`src/rtl/writeback_port_arbiter_pkg.sv`:
```
// Shared types for the writeback port arbiter.
// Register index/data widths and the queued long-result entry.
package writeback_port_arbiter_pkg;

    localparam int WB_IDX_W  = 5;
    localparam int WB_DATA_W = 32;
    localparam int WB_NREGS  = 32;

    typedef struct packed {
        logic [WB_IDX_W-1:0]  index;
        logic [WB_DATA_W-1:0] data;
    } wb_entry_t;

endpackage

```
`src/rtl/wb_result_fifo.sv`:
```
// Small sync FIFO holding long-unit results awaiting a free port.
// Pointers and count reset; storage does not.
module wb_result_fifo
    import writeback_port_arbiter_pkg::*;
#(
    parameter int DEPTH = 2
) (
    input  logic      clk,
    input  logic      rst,
    input  logic      i_push,
    input  logic      i_pop,
    input  wb_entry_t i_din,
    output wb_entry_t o_head,
    output logic      o_full,
    output logic      o_empty
);

    localparam int AW = $clog2(DEPTH);
    localparam int CW = AW + 1;

    wb_entry_t        r_mem [DEPTH];
    logic [AW-1:0]    r_wptr;
    logic [AW-1:0]    r_rptr;
    logic [CW-1:0]    r_count;

    // Pointer and occupancy tracking; DEPTH is a power of two so pointers wrap.
    always_ff @(posedge clk or negedge rst) begin
        if (!rst) begin
            r_wptr  <= '0;
            r_rptr  <= '0;
            r_count <= '0;
        end else begin
            if (i_push) r_wptr <= r_wptr + AW'(1);
            if (i_pop)  r_rptr <= r_rptr + AW'(1);
            unique case ({i_push, i_pop})
                2'b10:   r_count <= r_count + CW'(1);
                2'b01:   r_count <= r_count - CW'(1);
                default: r_count <= r_count;
            endcase
        end
    end

    // Entry storage, written on accepted push.
    always_ff @(posedge clk) begin
        if (i_push) r_mem[r_wptr] <= i_din;
    end

    assign o_head  = r_mem[r_rptr];
    assign o_full  = (r_count == CW'(DEPTH));
    assign o_empty = (r_count == '0);

endmodule

```
`src/rtl/writeback_port_arbiter.sv`:
```
// Shares the regfile write port between the pipeline and long-unit results.
// Also tracks pending long destinations and flags starvation / protocol errors.
module writeback_port_arbiter
    import writeback_port_arbiter_pkg::*;
#(
    parameter int DEPTH        = 2,
    parameter int STARVE_LIMIT = 4
) (
    input  logic                 clk,
    input  logic                 rst,
    input  logic                 p_we,
    input  logic [WB_IDX_W-1:0]  p_index,
    input  logic [WB_DATA_W-1:0] p_data,
    input  logic                 l_valid,
    output logic                 l_ready,
    input  logic [WB_IDX_W-1:0]  l_index,
    input  logic [WB_DATA_W-1:0] l_data,
    input  logic                 claim_valid,
    input  logic [WB_IDX_W-1:0]  claim_index,
    output logic                 we,
    output logic [WB_IDX_W-1:0]  windex,
    output logic [WB_DATA_W-1:0] win,
    output logic [WB_NREGS-1:0]  pend_mask,
    output logic                 stall_pipe,
    output logic                 err
);

    localparam int            CW  = $clog2(STARVE_LIMIT + 1);
    localparam logic [CW-1:0] LIM = CW'(STARVE_LIMIT);

    logic                w_full;
    logic                w_empty;
    logic                w_push;
    logic                w_pop;
    logic                w_err_set;
    wb_entry_t           w_head;
    wb_entry_t           w_entry;
    logic [WB_NREGS-1:0] w_pend_nxt;

    logic [WB_NREGS-1:0] r_pend;
    logic [CW-1:0]       r_cnt;
    logic                r_stall;
    logic                r_stall_d;
    logic                r_err;

    assign l_ready = !w_full;
    assign w_push  = l_valid && !w_full && (l_index != '0);
    assign w_entry = '{index: l_index, data: l_data};

    wb_result_fifo #(
        .DEPTH (DEPTH)
    ) u_fifo (
        .clk     (clk),
        .rst     (rst),
        .i_push  (w_push),
        .i_pop   (w_pop),
        .i_din   (w_entry),
        .o_head  (w_head),
        .o_full  (w_full),
        .o_empty (w_empty)
    );

    // Port select: pipeline first, else drain the FIFO head.
    always_comb begin
        we     = 1'b0;
        windex = '0;
        win    = '0;
        w_pop  = 1'b0;
        if (p_we) begin
            we     = 1'b1;
            windex = p_index;
            win    = p_data;
        end else if (!w_empty) begin
            we     = 1'b1;
            windex = w_head.index;
            win    = w_head.data;
            w_pop  = 1'b1;
        end
    end

    // Scoreboard next state: drain clears, a new claim sets and wins.
    always_comb begin
        w_pend_nxt = r_pend;
        if (w_pop) w_pend_nxt[w_head.index] = 1'b0;
        if (claim_valid && (claim_index != '0)) begin
            w_pend_nxt[claim_index] = 1'b1;
        end
    end

    assign w_err_set = p_we &&
                       (((p_index != '0) && r_pend[p_index]) || r_stall_d);

    // Scoreboard, starvation counter, stall and sticky error state.
    always_ff @(posedge clk or negedge rst) begin
        if (!rst) begin
            r_pend    <= '0;
            r_cnt     <= '0;
            r_stall   <= 1'b0;
            r_stall_d <= 1'b0;
            r_err     <= 1'b0;
        end else begin
            r_pend <= w_pend_nxt;
            if (w_empty || !p_we) begin
                r_cnt <= '0;
            end else if (r_cnt != LIM) begin
                r_cnt <= r_cnt + CW'(1);
            end
            r_stall   <= !w_pop && !w_empty && (r_cnt >= LIM);
            r_stall_d <= r_stall;
            r_err     <= r_err | w_err_set;
        end
    end

    assign pend_mask  = r_pend;
    assign stall_pipe = r_stall;
    assign err        = r_err;

endmodule
```
`config.mk`:
```
export PLATFORM = sky130hd
export DESIGN_NAME = writeback_port_arbiter
export DESIGN_NICKNAME = d
export VERILOG_FILES = /design/src/rtl/writeback_port_arbiter_pkg.sv /design/src/rtl/wb_result_fifo.sv /design/src/rtl/writeback_port_arbiter.sv
export SDC_FILE = /design/constraint.sdc
export NUM_CORES = 1
export LEC_CHECK = 0
export BUFFER_PORTS_ARGS = -buffer_cell sky130_fd_sc_hd__buf_2
export CAP_MARGIN = 20
export CORE_UTILIZATION = 52
export DETAILED_ROUTE_END_ITERATION = 6
export GPL_TIMING_DRIVEN = 0
export MAX_ROUTING_LAYER = met4
export PLACE_DENSITY_LB_ADDON = 0.08
export SLEW_MARGIN = 20
export SYNTH_ARGS = -nofsm -noshare
export SYNTH_HDL_FRONTEND = slang
export SYNTH_SLANG_ARGS = --single-unit
```
`constraint.sdc`:
```
create_clock -name clk -period 6.31 [get_ports clk]
set_clock_uncertainty 0.2 [all_clocks]
set_input_delay 1.262 -clock clk [delete_from_list [all_inputs] [get_ports clk]]
set_output_delay 1.262 -clock clk [all_outputs]
set_load 0.02 [all_outputs]
```
==> results.yml, run 1 <==
layout:
  final_common_cell: "buf_2"
  final_area_sq_mm: 0.00690
  layout.nets: 688
  mostFrequentLayoutCells: "buf_2, o21ai_0, edfxtp_1"
  n_fill_cell: 759
  area_delta_synth_final_pct: 31.3
  drive_gt1_share_pct: 34.4
  fin_cells: 748
pwr:
  p_leak_nw: 2.94
  irDropWorstVdd_mv: 0.248
  power.density_mw_per_mm2: 487
  fin_total_pwr_mw: 3.36
sta:
  fmax_mhz: 249
  setup_slack_ns: 2.29
  slew_headroom_pct: 36.9
  tightest_slew_ns: 0.947
  tns_ns: 0
  setup_violations: 0
  rsz0062_at_grt: "false"
  fin_crit_ns: 4.02
  hold_viol: 0
  timing.final.crit_share_pct: 63.7
  final_max_slew_viol_count: 0
route:
  routedWlPerCell_microns: 17.0
  final_antenna_net_count: 0
  drt_iter0_markers: 195
  wirelength_microns: 12700
  vias_per_cell: 5.44
  drc: 0
  firstDrtPassIters: 5
  num_vias: 4069
global_route:
  grt_pass1_wl_microns: 19000
  grt_max_degree: 43
  grt_pass1_vias: 3941
  grt_usage_pct: 26.0
  antenna_found_initial: 1
  overflow: 0
floorplanning:
  die_y_microns: 102
  ioPinCount: 157
  initial_core_util_pct: 53.7
  die-area_sq_mm: 0.0105
  core_sq_mm: 0.00977
  die_w_microns: 102
  rows: 36
worst_setup_path:
  path_cells: "buf_2 -> o21bai_1 -> buf_2 -> buf_2 -> o21ai_0 -> buf_2"
  cp_data_required_time_ns: 4.85
  reg2regPathDepth: 6
  crit_type: "in2out"
  cp_common_cell: "buf_2"
  r2r_slack_ns: 4.15
  r2r-end: "u_fifo.r_count[1]"
  worst-endpoint-arrival_ns: 2.56
  cp_slowest_cell: "buf_2"
  start_kind: "primary input"
  crit_path_max_incr_delay_ns: 0.33
  end_kind: "output pin"
  crit_cells: 6
  critical-path-top-delay-family: "buffers and inverters"
  cp_max_fo: 10
  r2r_start: "u_fifo.r_count[0]"
  crit_buf_inv: 4
clock_tree:
  clk_pin_slew_ns: 0.05
  cts_resized: 0
  cts_setup_buffers: 0
  holdBufCountCts: 0
  cts_root_buf: "clkbuf_8"
  cts_buffer_depth: 2
  htreeDepth: 4
  cts_tree: "yes"
  cts_buffers: 17
  clk_latency_ns: 0.51
  cts.sinks: 116
yosys:
  yosys_register_bits: 116
  seq_area_frac_synth_pct: 62.3
  synth_nets: 513
  synthMuxAreaShare_pct: 10.7
  ys.flop_type: "edfxtp_1"
  synth_compound_area_share_pct: 13.0
  synth_edf_count: 74
  yosys.area_share.simple_pct: 9.63
  synth-xor-area-share_pct: 1.00
  netlist_area_sq_mm: 0.00525
  async_flop_share_pct: 36.2
  synth_warnings: 0
  yosys.area_share.adder_pct: 0.715
  syn-instance-count: 426
  ys_types: 42
  syn_area_per_cell_sq_um: 12.3
  synth_top_family_by_area: "compound AO/OA/AOI/OAI gates"
placement:
  gp_congestion: 0.887
  dp_hpwl_microns: 9000
  pre_cts_slack_ns: 2.28
  placedInstanceArea_sq_mm: 0.00624
  dp.cells: 715
  portBuffers: 154
worst_hold_path:
  hold_path_startpoint: "stall_pipe"
  hold_class: "reg2reg"
  min_to: "r_stall_d"
  min_path_cells: 0
outcome:
  status: "finished clean"
job:
  drv_cap: 0
[layer usage]
metal	track usage [%]	wire length [microns]	vias to the layer above	part of all wire, %
met1	28.2	4900	1935	38
met5	-	0	-	0
li1	-	-	1936	-
met2	44.2	6700	178	53
met4	11.1	245	0	1.9
met3	8.14	890	20	7.0
[cell type report]
type / count / area [sq um] / area share (%)
Antenna cell: 1 / 2.50 / 0.0363
Buffer: 17 / 121 / 1.76
Clock buffer: 17 / 414 / 6.01
Clock inverter: 15 / 236 / 3.43
Inverter: 5 / 18.8 / 0.272
Multi-Input combinational cell: 288 / 1850 / 26.9
Sequential cell: 116 / 3270 / 47.5
Tap cell: 133 / 166 / 2.41
Timing Repair Buffer: 156 / 811 / 11.8
[registers in the layout, indices dropped and copies added, names as in the netlist]
signal and count:
stall_pipe 1, u_fifo.r_mem 74, u_fifo.r_wptr 1, r_cnt 3, err 1, pend_mask 32, u_fifo.r_count 2, u_fifo.r_rptr 1
r_stall_d 1
[cells by family (layout without fill, tap and decap cells)]
group                    Yosys count  in the layout
AO/OA/AOI/OAI                    126            126
flip-flops                       116            116
AND/OR/NAND/NOR                  101            101
multiplexers                      52             52
buffers and inverters             22            210
XOR/XNOR                           6              6
adder cells (fa/ha/maj)            3              3
other                              0              1
[report_power, final]
group | leakage, nW | internal [mW] | switching (mW)
clock network | 0.306 | 0.716 | 0.335
logic | 1.44 | 0.425 | 0.696
registers | 1.20 | 1.06 | 0.131
[cell usage after synthesis, types with 5 or more instances]
master    instances  area share, %
dfrtp_1          42             20
nand3_1           9           0.86
clkbuf_1          5           0.36
nor3b_1           7            1.0
and3b_1           6            1.0
nor2b_1           5           0.60
mux2i_1          48            9.1
nand2_1          47            3.4
o21ai_0          98            9.3
nor2_1           10           0.71
xnor2_1           5           0.83
o21ai_1          10           0.95
edfxtp_1         74             42
buf_6             6            1.3
[worst max-delay path by stage]
stage | end | slack [ns] | startpoint
after floorplan | win[21] | 2.60 | p_we
after global placement | u_fifo.r_mem[0][10] | 1.62 | l_index[2]
after detailed placement | win[29] | 2.28 | p_we
after CTS | win[29] | 2.27 | p_we
after global routing | win[22] | 2.17 | p_we
final | win[24] | 2.29 | p_we
[metrics by stage]
stage                     utilization [%]  hold WS, ns
after floorplan                         -        0.268
after global placement               63.3        0.159
after detailed placement             63.9        0.163
after CTS                            70.5        0.176
after global routing                 70.6        0.180
final                                70.6        0.171
No activity file was read; power rests on OpenSTA's default activity.
==> inputs of run 2 (changes only) <==
--- a/config.mk
+++ b/config.mk
@@ -5,9 +5,10 @@
 export SDC_FILE = /design/constraint.sdc
 export NUM_CORES = 1
 export LEC_CHECK = 0
+export ABC_AREA = 1
 export BUFFER_PORTS_ARGS = -buffer_cell sky130_fd_sc_hd__buf_2
 export CAP_MARGIN = 20
-export CORE_UTILIZATION = 52
+export CORE_UTILIZATION = 47
 export DETAILED_ROUTE_END_ITERATION = 6
 export GPL_TIMING_DRIVEN = 0
 export MAX_ROUTING_LAYER = met4
==> constraint.sdc (replaced) <==
create_clock -name clk -period 3.4 [get_ports clk]
set_clock_uncertainty 0.2 [all_clocks]
set_input_delay 0.68 -clock clk [delete_from_list [all_inputs] [get_ports clk]]
set_output_delay 0.68 -clock clk [all_outputs]
set_load 0.02 [all_outputs]
==> results.yml, run 2 <==
pwr:
  power.density_mw_per_mm2: 908
  pwr-share-seq_pct: 35.4
  power_frac_clock_pct: 28.8
  intPower_mw: 3.95
  p_sw_share_pct: 37.1
  irDropWorstVdd_mv: 0.463
  p_leak_nw: 3.11
  fin_total_pwr_mw: 6.27
  power_switching_mw: 2.32
  pwr-share-comb_pct: 35.8
clock_tree:
  cts_root_buf: "clkbuf_8"
  cts_buffer_depth: 2
  holdBufCountCts: 0
  cts_resized: 0
  clk_pin_slew_ns: 0.06
  cts_setup_buffers: 0
  cts_tree: "yes"
  htreeDepth: 4
  clk_latency_ns: 0.53
  cts.sinks: 116
  cts_buffers: 17
layout:
  n_antenna_cell: 0
  finalCoreUtilization_pct: 63.4
  largest_reg_flops: 74
  final_common_cell: "buf_2"
  mostFrequentLayoutCells: "buf_2, nand2_1, edfxtp_1"
  drive_gt1_share_pct: 31.7
  area_delta_synth_final_pct: 30.6
  largest-register: "u_fifo.r_mem"
  layout.nets: 755
sta:
  timing.final.crit_share_pct: 89.3
  tightest_slew_ns: 0.957
  hold_viol: 0
  fmax_mhz: 329
  rsz0062_at_grt: "false"
  setup_violations: 0
  fin_crit_ns: 3.04
  setup_slack_ns: 0.365
  tns_ns: 0
  final_max_slew_viol_count: 0
  slew_headroom_pct: 36.2
worst_setup_path:
  r2r-end: "u_fifo.r_mem[1][14]"
  end_kind: "output pin"
  cp_common_cell: "buf_2"
  reg2regPathDepth: 5
  crit_path_max_incr_delay_ns: 0.43
  start_kind: "register"
  cp_max_fo: 10
  r2r_slack_ns: 1.23
  cp_data_required_time_ns: 2.52
  cp_slowest_cell: "dfrtp_1"
  r2r_start: "u_fifo.r_count[0]"
  crit_type: "reg2out"
  worst-endpoint-arrival_ns: 2.16
  path_cells: "nor2_2 -> nor2_8 -> inv_2 -> buf_6 -> buf_2 -> o22ai_1 -> buf_2"
yosys:
  async_flop_share_pct: 36.2
  yosysTopAreaCellShare_pct: 42.0
  synth_nets: 580
  synth_top_cell_by_area: "edfxtp_1"
  netlist_area_sq_mm: 0.00529
  synthTopCellsByCount: "nand2_1, edfxtp_1, o21ai_1"
  ys_types: 30
  synth.area.top_cells: "edfxtp_1, dfrtp_1, nand2_1"
  yosysMostFrequentCell: "nand2_1"
  synth_edf_count: 74
  ys.flop_type: "edfxtp_1"
  synth_warnings: 0
  syn-instance-count: 493
  syn_area_per_cell_sq_um: 10.7
  yosys_register_bits: 116
  seq_area_frac_synth_pct: 61.9
floorplanning:
  rows: 38
  die_y_microns: 108
  initial_core_util_pct: 48.6
  die-area_sq_mm: 0.0117
  core_sq_mm: 0.0109
  die_w_microns: 108
  ioPinCount: 157
placement:
  dp_hpwl_microns: 9250
  gp_congestion: 0.901
  pre_cts_slack_ns: 0.609
  portBuffers: 154
route:
  vias_per_cell: 5.14
  drt_iter0_markers: 214
  firstDrtPassIters: 5
  wirelength_microns: 12900
  final_antenna_net_count: 0
  routedWlPerCell_microns: 15.8
  num_vias: 4216
  drc: 0
global_route:
  overflow: 0
  grt_usage_pct: 24.3
  grt_pass1_vias: 4218
  grt_max_degree: 43
  grt_pass1_wl_microns: 20300
  antenna_found_initial: 0
worst_hold_path:
  hold_class: "in2async"
outcome:
  status: "finished clean"
job:
  drv_cap: 0
[run 2: cell count changes after synthesis, moves of 6 or more]
cell / before / now
nand2_1: 47 / 95
mux2i_1: 48 / 32
nand3_1: 9 / 29
o21ai_0: 98 / 31
inv_1: 4 / 38
nor3b_1: 7 / 0
o21ai_1: 10 / 70
nor2_1: 10 / 25
and3b_1: 6 / 0
[run 2: cell families (layout without fill, tap and decap cells)]
kind of cell	count (synthesis)	after routing	share of synthesized area, %
XOR/XNOR	4	4	0.663
flip-flops	116	116	61.9
buffers and inverters	60	248	4.95
multiplexers	33	33	6.48
adder cells (fa/ha/maj)	3	3	0.710
AO/OA/AOI/OAI	114	114	11.3
AND/OR/NAND/NOR	163	163	14.0
[run 2: metrics by stage]
stage	instance area (sq um)	instances	hold WS (ns)
2_1_floorplan	5290	493	0.184
3_3_place_gp	6230	787	0.157
3_5_place_dp	6300	789	0.162
4_1_cts	6910	821	0.116
5_1_grt	6910	821	0.108
6_report	6910	821	0.103
[run 2: power groups by stage]
stage                     Clock (mW)  Combinational [mW]  Sequential [mW]
after global routing            1.90                2.46             2.26
after detailed placement           0                2.25             2.24
after floorplan                    0                1.27             2.43
after CTS                       1.83                2.26             2.21
final                           1.80                2.25             2.22
after global placement             0                2.15             2.24
[run 2: worst max path at each step]
stage,from,end,slack (ns),cells past startpoint
floorplan,l_index[3],u_fifo.r_mem[0][0],0.28,4
global placement,l_index[3],u_fifo.r_mem[1][2],-0.79,5
detailed placement,p_we,windex[1],0.61,7
CTS,u_fifo.r_count[0],windex[1],0.32,7
global route,u_fifo.r_count[0],win[11],0.18,6
finish,u_fifo.r_count[0],windex[1],0.36,7
[run 2: area by class of cell]
class	count	area, sq um
inverters	44	165
clock inverters	13	181
clock buffers	19	422
multi-input cells	317	1770
flip-flops and latches	116	3270
well taps	140	175
repair buffers	156	826
fillers	894	3980
plain buffers	16	96.3
[run 2: per-layer routing]
metal | GRT usage [%] | wire, microns
met1 | 29.4 | 5670
met2 | 38.2 | 6340
met3 | 7.47 | 830
met4 | 9.20 | 95
met5 | - | 0
[run 2: critical path: cells and delay by family (launching register included)]
kind | cells | cell delay (ns)
AO/OA/AOI/OAI | 1 | 0.14
flip-flops | 1 | 0.43
AND/OR/NAND/NOR | 2 | 0.40
buffers and inverters | 4 | 0.65
